===== src/rtl/e1_pkg.sv =====
// ---------------------------------------------------------------------------
// e1_pkg
// Shared constants and types for the E1 receive framer.
//   E1_FAS            : frame alignment signal, TS0 bits 2..8 of even frames
//   E1_TS_PER_FRAME   : time slots per frame
//   E1_BITS_PER_FRAME : bits per frame
//   E1_POS_TS0_END    : double-frame position of the last bit of TS0
//   e1_sync_state_t   : alignment state machine states
// ---------------------------------------------------------------------------
package e1_pkg;

    localparam logic [6:0] E1_FAS            = 7'b0011011;
    localparam int         E1_TS_PER_FRAME   = 32;
    localparam int         E1_BITS_PER_FRAME = 256;
    localparam logic [8:0] E1_POS_TS0_END    = 9'd7;

    typedef enum logic [1:0] {
        HUNT     = 2'd0,
        FAS_SEEN = 2'd1,
        CONFIRM  = 2'd2,
        SYNC     = 2'd3
    } e1_sync_state_t;

endpackage


===== src/rtl/e1_deser8.sv =====
// ---------------------------------------------------------------------------
// e1_deser8
// Serial-to-octet shift register plus double-frame bit position counter.
// Ports:
//   clk, rst    : clock, synchronous active-high reset
//   i_bit_en    : qualifies i_bit_in
//   i_bit_in    : serial data, MSB of each octet first
//   i_load      : with i_bit_en, marks the current bit as the end of TS0
//   o_octet     : octet completed by the current bit, {sh[6:0], i_bit_in}
//   o_pos       : double-frame position (0..511) of the current bit
// ---------------------------------------------------------------------------
module e1_deser8
    import e1_pkg::*;
(
    input  logic       clk,
    input  logic       rst,
    input  logic       i_bit_en,
    input  logic       i_bit_in,
    input  logic       i_load,
    output logic [7:0] o_octet,
    output logic [8:0] o_pos
);

    logic [7:0] r_sh;
    logic [8:0] r_pos;

    always_ff @(posedge clk) begin
        if (rst) begin
            r_sh  <= 8'd0;
            r_pos <= 9'd0;
        end else if (i_bit_en) begin
            r_sh <= {r_sh[6:0], i_bit_in};
            // r_pos names the bit being received; a load declares the current
            // bit to be position 7, so the following bit is position 8.
            if (i_load) begin
                r_pos <= E1_POS_TS0_END + 9'd1;
            end else begin
                r_pos <= r_pos + 9'd1;
            end
        end
    end

    assign o_octet = {r_sh[6:0], i_bit_in};
    assign o_pos   = r_pos;

endmodule


===== src/rtl/e1_frame_sync.sv =====
// ---------------------------------------------------------------------------
// e1_frame_sync
// E1 receive frame aligner and deserializer. Hunts for the FAS in TS0,
// verifies it with the NFAS bit of the odd frame and a second FAS, then
// delivers every octet with its time-slot number.
// Optional build macro: E1_SYNC_STATS_EN adds saturating FAS / NFAS error
// counters (fas_err_cnt, nfas_err_cnt) counted while aligned.
// Ports:
//   clk, rst     : clock, synchronous active-high reset
//   bit_en       : qualifies bit_in (continuous or gapped)
//   bit_in       : serial E1 data, bit 1 of each octet first
//   byte_out     : received octet, bit 1 in [7]
//   ts_num       : time slot of byte_out
//   byte_valid   : one-cycle pulse when byte_out/ts_num update
//   frame_start  : byte_valid for time slot 0
//   sync         : frame alignment achieved
//   fas_err_cnt  : FAS mismatches while aligned (E1_SYNC_STATS_EN only)
//   nfas_err_cnt : NFAS bit 2 = 0 events while aligned (E1_SYNC_STATS_EN only)
// ---------------------------------------------------------------------------
module e1_frame_sync
    import e1_pkg::*;
#(
    parameter logic [6:0] FAS_WORD   = E1_FAS,
    parameter int         LOSS_COUNT = 3
) (
    input  logic        clk,
    input  logic        rst,
    input  logic        bit_en,
    input  logic        bit_in,
    output logic [7:0]  byte_out,
    output logic [4:0]  ts_num,
    output logic        byte_valid,
    output logic        frame_start,
    output logic        sync
`ifdef E1_SYNC_STATS_EN
    ,
    output logic [15:0] fas_err_cnt,
    output logic [15:0] nfas_err_cnt
`endif
);

    localparam logic [8:0] POS_FAS  = E1_POS_TS0_END;
    localparam logic [8:0] POS_NFAS = 9'(E1_BITS_PER_FRAME) + E1_POS_TS0_END;
    localparam int         RUN_W    = $clog2(LOSS_COUNT + 1);
    localparam logic [RUN_W-1:0] RUN_LAST = RUN_W'(LOSS_COUNT - 1);

    logic [7:0]       w_octet;
    logic [8:0]       w_pos;
    logic             w_fas_ok;
    logic             w_load;
    logic             w_deliver;
    logic             w_fas_bad;
    logic             w_nfas_bad;
    e1_sync_state_t   w_state_next;
    logic [RUN_W-1:0] w_run_next;

    e1_sync_state_t   r_state;
    logic [RUN_W-1:0] r_run;
    logic [7:0]       r_byte_out;
    logic [4:0]       r_ts_num;
    logic             r_byte_valid;
    logic             r_frame_start;
    logic             r_sync;

    e1_deser8 u_deser (
        .clk      (clk),
        .rst      (rst),
        .i_bit_en (bit_en),
        .i_bit_in (bit_in),
        .i_load   (w_load),
        .o_octet  (w_octet),
        .o_pos    (w_pos)
    );

    // The Si bit (octet [7]) takes no part in alignment.
    assign w_fas_ok = (w_octet[6:0] == FAS_WORD);

    always_comb begin
        w_state_next = r_state;
        w_run_next   = r_run;
        w_load       = 1'b0;
        w_deliver    = 1'b0;
        w_fas_bad    = 1'b0;
        w_nfas_bad   = 1'b0;
        if (bit_en) begin
            case (r_state)
                HUNT: begin
                    if (w_fas_ok) begin
                        w_load       = 1'b1;
                        w_state_next = FAS_SEEN;
                    end
                end
                FAS_SEEN: begin
                    if (w_pos == POS_NFAS) begin
                        w_state_next = w_octet[6] ? CONFIRM : HUNT;
                    end
                end
                CONFIRM: begin
                    if (w_pos == POS_FAS) begin
                        if (w_fas_ok) begin
                            w_state_next = SYNC;
                            w_deliver    = 1'b1;   // TS0 of the confirming frame
                        end else begin
                            w_state_next = HUNT;
                        end
                    end
                end
                SYNC: begin
                    // Every octet end delivers, including the one that loses sync.
                    w_deliver = (w_pos[2:0] == 3'd7);
                    if (w_pos == POS_FAS) begin
                        if (w_fas_ok) begin
                            w_run_next = '0;
                        end else begin
                            w_fas_bad = 1'b1;
                            if (r_run == RUN_LAST) begin
                                w_state_next = HUNT;
                                w_run_next   = '0;
                            end else begin
                                w_run_next = r_run + 1'b1;
                            end
                        end
                    end
                    if ((w_pos == POS_NFAS) && !w_octet[6]) begin
                        w_nfas_bad = 1'b1;
                    end
                end
                default: w_state_next = HUNT;
            endcase
        end
    end

    always_ff @(posedge clk) begin
        if (rst) begin
            r_state       <= HUNT;
            r_run         <= '0;
            r_byte_out    <= 8'd0;
            r_ts_num      <= 5'd0;
            r_byte_valid  <= 1'b0;
            r_frame_start <= 1'b0;
            r_sync        <= 1'b0;
        end else begin
            r_state       <= w_state_next;
            r_run         <= w_run_next;
            r_byte_valid  <= w_deliver;
            r_frame_start <= w_deliver && (w_pos[7:3] == 5'd0);
            r_sync        <= (w_state_next == SYNC);
            if (w_deliver) begin
                r_byte_out <= w_octet;
                r_ts_num   <= w_pos[7:3];
            end
        end
    end

    assign byte_out    = r_byte_out;
    assign ts_num      = r_ts_num;
    assign byte_valid  = r_byte_valid;
    assign frame_start = r_frame_start;
    assign sync        = r_sync;

`ifdef E1_SYNC_STATS_EN
    logic [15:0] r_fas_err_cnt;
    logic [15:0] r_nfas_err_cnt;

    always_ff @(posedge clk) begin
        if (rst) begin
            r_fas_err_cnt  <= 16'd0;
            r_nfas_err_cnt <= 16'd0;
        end else begin
            if (w_fas_bad && (r_fas_err_cnt != 16'hFFFF)) begin
                r_fas_err_cnt <= r_fas_err_cnt + 16'd1;
            end
            if (w_nfas_bad && (r_nfas_err_cnt != 16'hFFFF)) begin
                r_nfas_err_cnt <= r_nfas_err_cnt + 16'd1;
            end
        end
    end

    assign fas_err_cnt  = r_fas_err_cnt;
    assign nfas_err_cnt = r_nfas_err_cnt;
`endif

endmodule


===== config.mk =====
export PLATFORM = sky130hd
export DESIGN_NAME = e1_frame_sync
export DESIGN_NICKNAME = d
export VERILOG_FILES = /design/src/rtl/e1_pkg.sv /design/src/rtl/e1_deser8.sv /design/src/rtl/e1_frame_sync.sv
export SDC_FILE = /design/constraint.sdc
export NUM_CORES = 1
export LEC_CHECK = 0
export CELL_PAD_IN_SITES_DETAIL_PLACEMENT = 2
export CELL_PAD_IN_SITES_GLOBAL_PLACEMENT = 2
export CORE_UTILIZATION = 25
export DETAILED_ROUTE_END_ITERATION = 10
export PLACE_DENSITY = 0.75
export SLEW_MARGIN = 0
export SYNTH_ARGS = -nofsm -noshare
export SYNTH_HDL_FRONTEND = slang
export SYNTH_HIERARCHICAL = 1
export SYNTH_SLANG_ARGS = --single-unit

===== constraint.sdc =====
create_clock -name clk -period 2.1 [get_ports clk]
set_input_delay 0.315 -clock clk [delete_from_list [all_inputs] [get_ports clk]]
set_output_delay 0.315 -clock clk [all_outputs]
set_load 0.05 [all_outputs]

---- Yosys cells after proc, flatten, opt, wreduce, memory -nomap -nowiden ----
Cells that the tools add are included.
cells by class
  add/subtract/negate cells ............... 2
  eq/ne operators ......................... 9
  muxes and demuxes ....................... 19
  reduce and logical (&&, ||, !) cells .... 4
operators by type and width
  operator               number
  $mux W2                11
  $add A9 B1 Y9 const B  1
  $eq A9 B3 Y1 const B   1
  $eq A9 B9 Y1 const B   1
  $mux W9                1
  $eq A2 B2 Y1 const B   4
  $pmux W2 S4            1
  $eq A7 B5 Y1 const B   1
  $logic_not A5 Y1       1
  $mux W1                5
  $eq A3 B3 Y1 const B   1
  $reduce_and A3 Y1      1
  $add A2 B1 Y2 const B  1
  $eq A2 B1 Y1 const B   1
  $logic_not A2 Y1       1
  $pmux W1 S2            1
  $logic_and A1 B1 Y1    1
storage, ports and cells
  register bits after elaboration ......... 36
  logic and storage cells ................. 43

---- Longest topological paths before layout ----
  depth in word-level cells ............... 7
  gate-level depth with buffers ........... 7

---- Cells and area by module ----
Netlist, hierarchy kept.
modules (own cells, without submodules)
  module         times used  cells an instance  area an instance (um^2)
  e1_frame_sync  1           87                 857.1
  e1_deser8      1           69                 649.4

---- Worst setup path after synthesis ----
No wires, ideal clock.
  kind .................................... register to register
  start point ............................. register u_deser.r_pos[3], in the netlist u_deser/o_pos[3]
  end point ............................... register r_byte_out[0], in the netlist byte_out[0]
  setup time .............................. 0.128 ns
  arrival ................................. 1.969 ns
  data required time ...................... 1.972 ns
  slack ................................... 0.003 ns
  cell stages (with the launch flop) ...... 7
  buffers on the path ..................... 1
  cells stage by stage .................... dfxtp_1 or4_4 o41a_1 nor3_4 buf_6 mux2i_1 nor2_1
on the way
  longest elaborated chain between the ends .. 4
RTL lines
  what                      line                  source
  start: declaration        e1_deser8.sv:25       logic [8:0] r_pos;
  start signal: assignment  e1_deser8.sv:36       r_pos <= E1_POS_TS0_END + 9'd1;
  start signal: assignment  e1_deser8.sv:38       r_pos <= r_pos + 9'd1;
  $eq A9 B3 Y1              e1_frame_sync.sv:99   if (w_pos == POS_FAS) begin
  $mux W1                   e1_frame_sync.sv:99
  $pmux W1 S2               e1_frame_sync.sv:86   case (r_state)
  $mux W1                   e1_frame_sync.sv:85   if (bit_en) begin
  end signal: assignment    e1_frame_sync.sv:149  r_byte_out <= w_octet;
  end: declaration          e1_frame_sync.sv:59   logic [7:0] r_byte_out;
Every way passes these cells.
A chain may end at the register's enable or synchronous reset.

---- Final worst setup path ----
  start point ............................. register u_deser.r_pos[6], in the netlist u_deser/o_pos[6]
  end point ............................... register r_ts_num[4], in the netlist ts_num[4]
on the way
  longest elaborated chain between the ends .. 4
RTL lines
  what                    line                  source
  $eq A9 B3 Y1            e1_frame_sync.sv:99
  $mux W1                 e1_frame_sync.sv:99
  $pmux W1 S2             e1_frame_sync.sv:86
  $mux W1                 e1_frame_sync.sv:85
  end signal: assignment  e1_frame_sync.sv:150  r_ts_num <= w_pos[7:3];
  end: declaration        e1_frame_sync.sv:60   logic [4:0] r_ts_num;
Every way passes these cells.

==> results.md <==
- Critical path origin: u_deser/o_pos[6]$_SDFFE_PP0P_
- Setup_tns: 0 ns
- Asr flop ratio synth: 0
- Yosys warns: 6
- Share of the clock period used by the worst path: 0.9930
- Worst Max-Slew Pin Slew: 0.5002 ns
- First-pass GRT wire length: around 7.3 mm
- Post-DP HPWL: 3.006 mm
- R2R cell count: 7
- WL final: between 4 and 5 mm
- Synth area leaders: dfxtp_1 (48%), mux2i_1 (15%), nor2_1 (7.5%)
- Relative slew margins: 0.6655
- Max Cap Violations: 0
- Drt wl/cell: ~16 um
- Crit. End Element: flip-flop
- Layout cells sized above 1: 0.1959
- Vias: between 1k and 1.5k
- Seq/Total Area, Yosys: 0.4784
- Achievable Freq: 479.6 MHz
- Critical path arrival: ~2.3 ns
- Slowest stage delay, CP: approximately 0.54 ns
- Synth top area share: 0.4784
- Setup WS post-layout: 0.01474 ns
- Reg2Reg Setup Slack: approximately 0.015 ns
- Num ports: 20
- Psw: 0.2926 mW
- Std cell rows: 27
- Worst setup path endpoint: ts_num[4]$_SDFFE_PP0P_
- Leak Pwr: between 0.7 and 0.8 nW
- Die width: about 80 um
- N_diodes: 0
- Mapped Nets: 161
- Most Used Layer, Global Route: met2
- Pre-CTS setup slack: -0.08691 ns
- Met1 Use GR: 0.1816
- WP buf/inv: 2
- Setup crit start kind: flip-flop
- Critical path's slowest cell: or4_4
- Ys flop type: dfxtp_1
- Clock Sink Count: 36
- Die height: around 80 um
- Most frequent cells in the layout: dfxtp_1 (35), nor2_1 (29), mux2i_1 (21)
- Final Slew Violations: 0
- Worst EP required: around 2.3 ns
- CTS tree: done
- Hold WC Path Type: reg2reg
- Reg clk slew, reported paths: approximately 0.08 ns
- Total power: 1.263 mW
- Via density: between 4 and 5
- Initial cell density of the core: 0.2670
- Die area: between 6000 and 7000 um2
- #FFs+latches synth: 36
- Met3 usage: 0.02743
- Worst path depth: 7
- Synthesized cell area: about 1500 um2
- Met2 Use GR: 0.2615
- Syn Area/Cell: between 9 and 10 um2
- Largest net degree at the start of global routing: 19
- Final Cell Area: 2052 um2
- Root buffer selected by CTS: clkbuf_8
- Hold Buf Count CTS: 0
- GP Congestion: a little over 0.7
- Internal cell power: between 0.9 and 1 mW
- Synth area leader: dfxtp_1
- Final setup vio count: 0
- Power density cells: just over 600 nW/um2
- Hold wc startpoint: byte_out[7]$_SDFFE_PP0P_
- Total GRT Usage: 0.1540
- Dpl cell area: 1864 um2
- Clk_lat worst skew: 0.30 ns
- Reg-to-reg endpoint: ts_num[4]$_SDFFE_PP0P_
- Netlist cell types: 36
- Initial antenna violation count: 0
- Worst-path cell chain: or4_4 -> o41a_1 -> nor3_4 -> buf_6 -> buf_16 -> mux2i_1 -> nor2_1
- Cells after Synth: about 160
- Port bufs: 19
- Sequential share of power: 0.550
- DR pass1 iterations: 2
- Final cell count without fillers: around 270
- Critical path type: reg2reg
- Layout net count: roughly 200
- Peak VDD IR: ~0.00028 V
- Maximum fanout along the worst path: 6
- CTS buffer count: 5
- RSZ-0062 raised after global routing: true
- Sw Ratio: 0.2316
- Final hold vios: 0
- Outcome: finished, final reports clean
- Placed cell count: about 250
- Layout Utilization: 0.3637
- H-Tree Level Count: 2
- Worst r2r src: u_deser/o_pos[6]$_SDFFE_PP0P_
- Top Family by Delay on Critical Path: simple AND/OR/NAND/NOR gates
- Clk_skew: roughly 0.011 ns
- Hold_ws: 0.5137 ns
- Comb pwr share: 0.040
- DRC viols: 0
- Grt total ovfl: 0
- Tmin final: ~2.1 ns
- Vias in the first global route: between 1k and 1.5k
- Detail Route Antenna Nets: 0
- Number of enable flip-flop cells after synthesis: 0
- Clock buffer depth: 2
- Core area: 5642 um2
- Commonest non-fill, non-tap cell in the layout: dfxtp_1
- Initial DRC Count: 38
- Clock share of power: 0.410
- Area growth syn-to-layout: 36.21%
## kinds of logic after synthesis
| group | share of synthesized area |
|---|---|
| AO/OA/AOI/OAI | 0.07807 |
| XOR/XNOR | 0.01745 |
| adder cells (fa/ha/maj) | 0.008304 |
| buffers and inverters | 0.03405 |
| flip-flops | 0.4784 |
| multiplexers | 0.1528 |
| AND/OR/NAND/NOR | 0.2309 |
## cells in the mapped netlist, drive strengths merged (3+ instances only)
cell type	instances
clkbuf	3
nand2	4
a21oi	7
nand2b	3
or3	5
mux2i	23
nand3	3
nand4	5
dfxtp	36
buf	4
nor2	30
o21ai	5
xor2	3
inv	3
## how the worst min path moves through the flow
stage                              endpoint  slack, ns  depth (start not counted)
2_1_floorplan  u_deser/r_sh[6]$_SDFFE_PP0P_       0.46                          2
3_3_place_gp       byte_out[6]$_SDFFE_PP0P_       0.47                          2
3_5_place_dp       byte_out[7]$_SDFFE_PP0P_       0.50                          2
4_1_cts            byte_out[7]$_SDFFE_PP0P_       0.52                          2
5_1_grt              ts_num[1]$_SDFFE_PP0P_       0.54                          2
6_report           byte_out[7]$_SDFFE_PP0P_       0.51                          2
## cell type report
| type | instances | area, um2 |
|---|---|---|
| fillers | 620 | 3590 |
| multi-input cells | 110 | 783.3 |
| flip-flops and latches | 36 | 721.9 |
| repair buffers | 37 | 352.8 |
| well taps | 72 | 90.09 |
| clock buffers | 6 | 82.58 |
| inverters | 3 | 11.26 |
| clock inverters | 2 | 10.01 |
## flip-flops by register name, summed over array words and instances (netlist names)
name and flops:
u_deser/o_pos 9, byte_out 8, u_deser/r_sh 7, ts_num 5, r_run 2, r_state 2, byte_valid 1, frame_start 1
sync 1
## repair_timing
| item | in CTS | in global routing |
|---|---|---|
| pin swaps | 3 | 2 |
| endpoints found under the setup margin | 2 | 15 |
| gates resized for setup | 1 | 11 |
| setup buffers | 2 | 2 |
| gates cloned | 1 | 0 |
## power by group through the flow
stage / logic (mW) / clock network [mW] / registers, mW
after floorplan: 0.0301 / 0 / 0.709
after global placement: 0.0466 / 0 / 0.710
after detailed placement: 0.0505 / 0 / 0.711
after CTS: 0.0509 / 0.537 / 0.695
after global routing: 0.0554 / 0.580 / 0.696
final: 0.0501 / 0.518 / 0.695
## per-layer routing
layer | routed length, um | up-vias
met3 | 92 | 7
met5 | 0 | -
met1 | 1861 | 650
li1 | - | 626
met4 | 102 | 0
met2 | 2202 | 19
## worst min-delay path, stage by stage, from the launching register on
cell     delay [ns]
dfxtp_1        0.34
mux2i_1        0.07
nor2_1         0.07
Note: power is estimated with default switching activity, not from simulation.
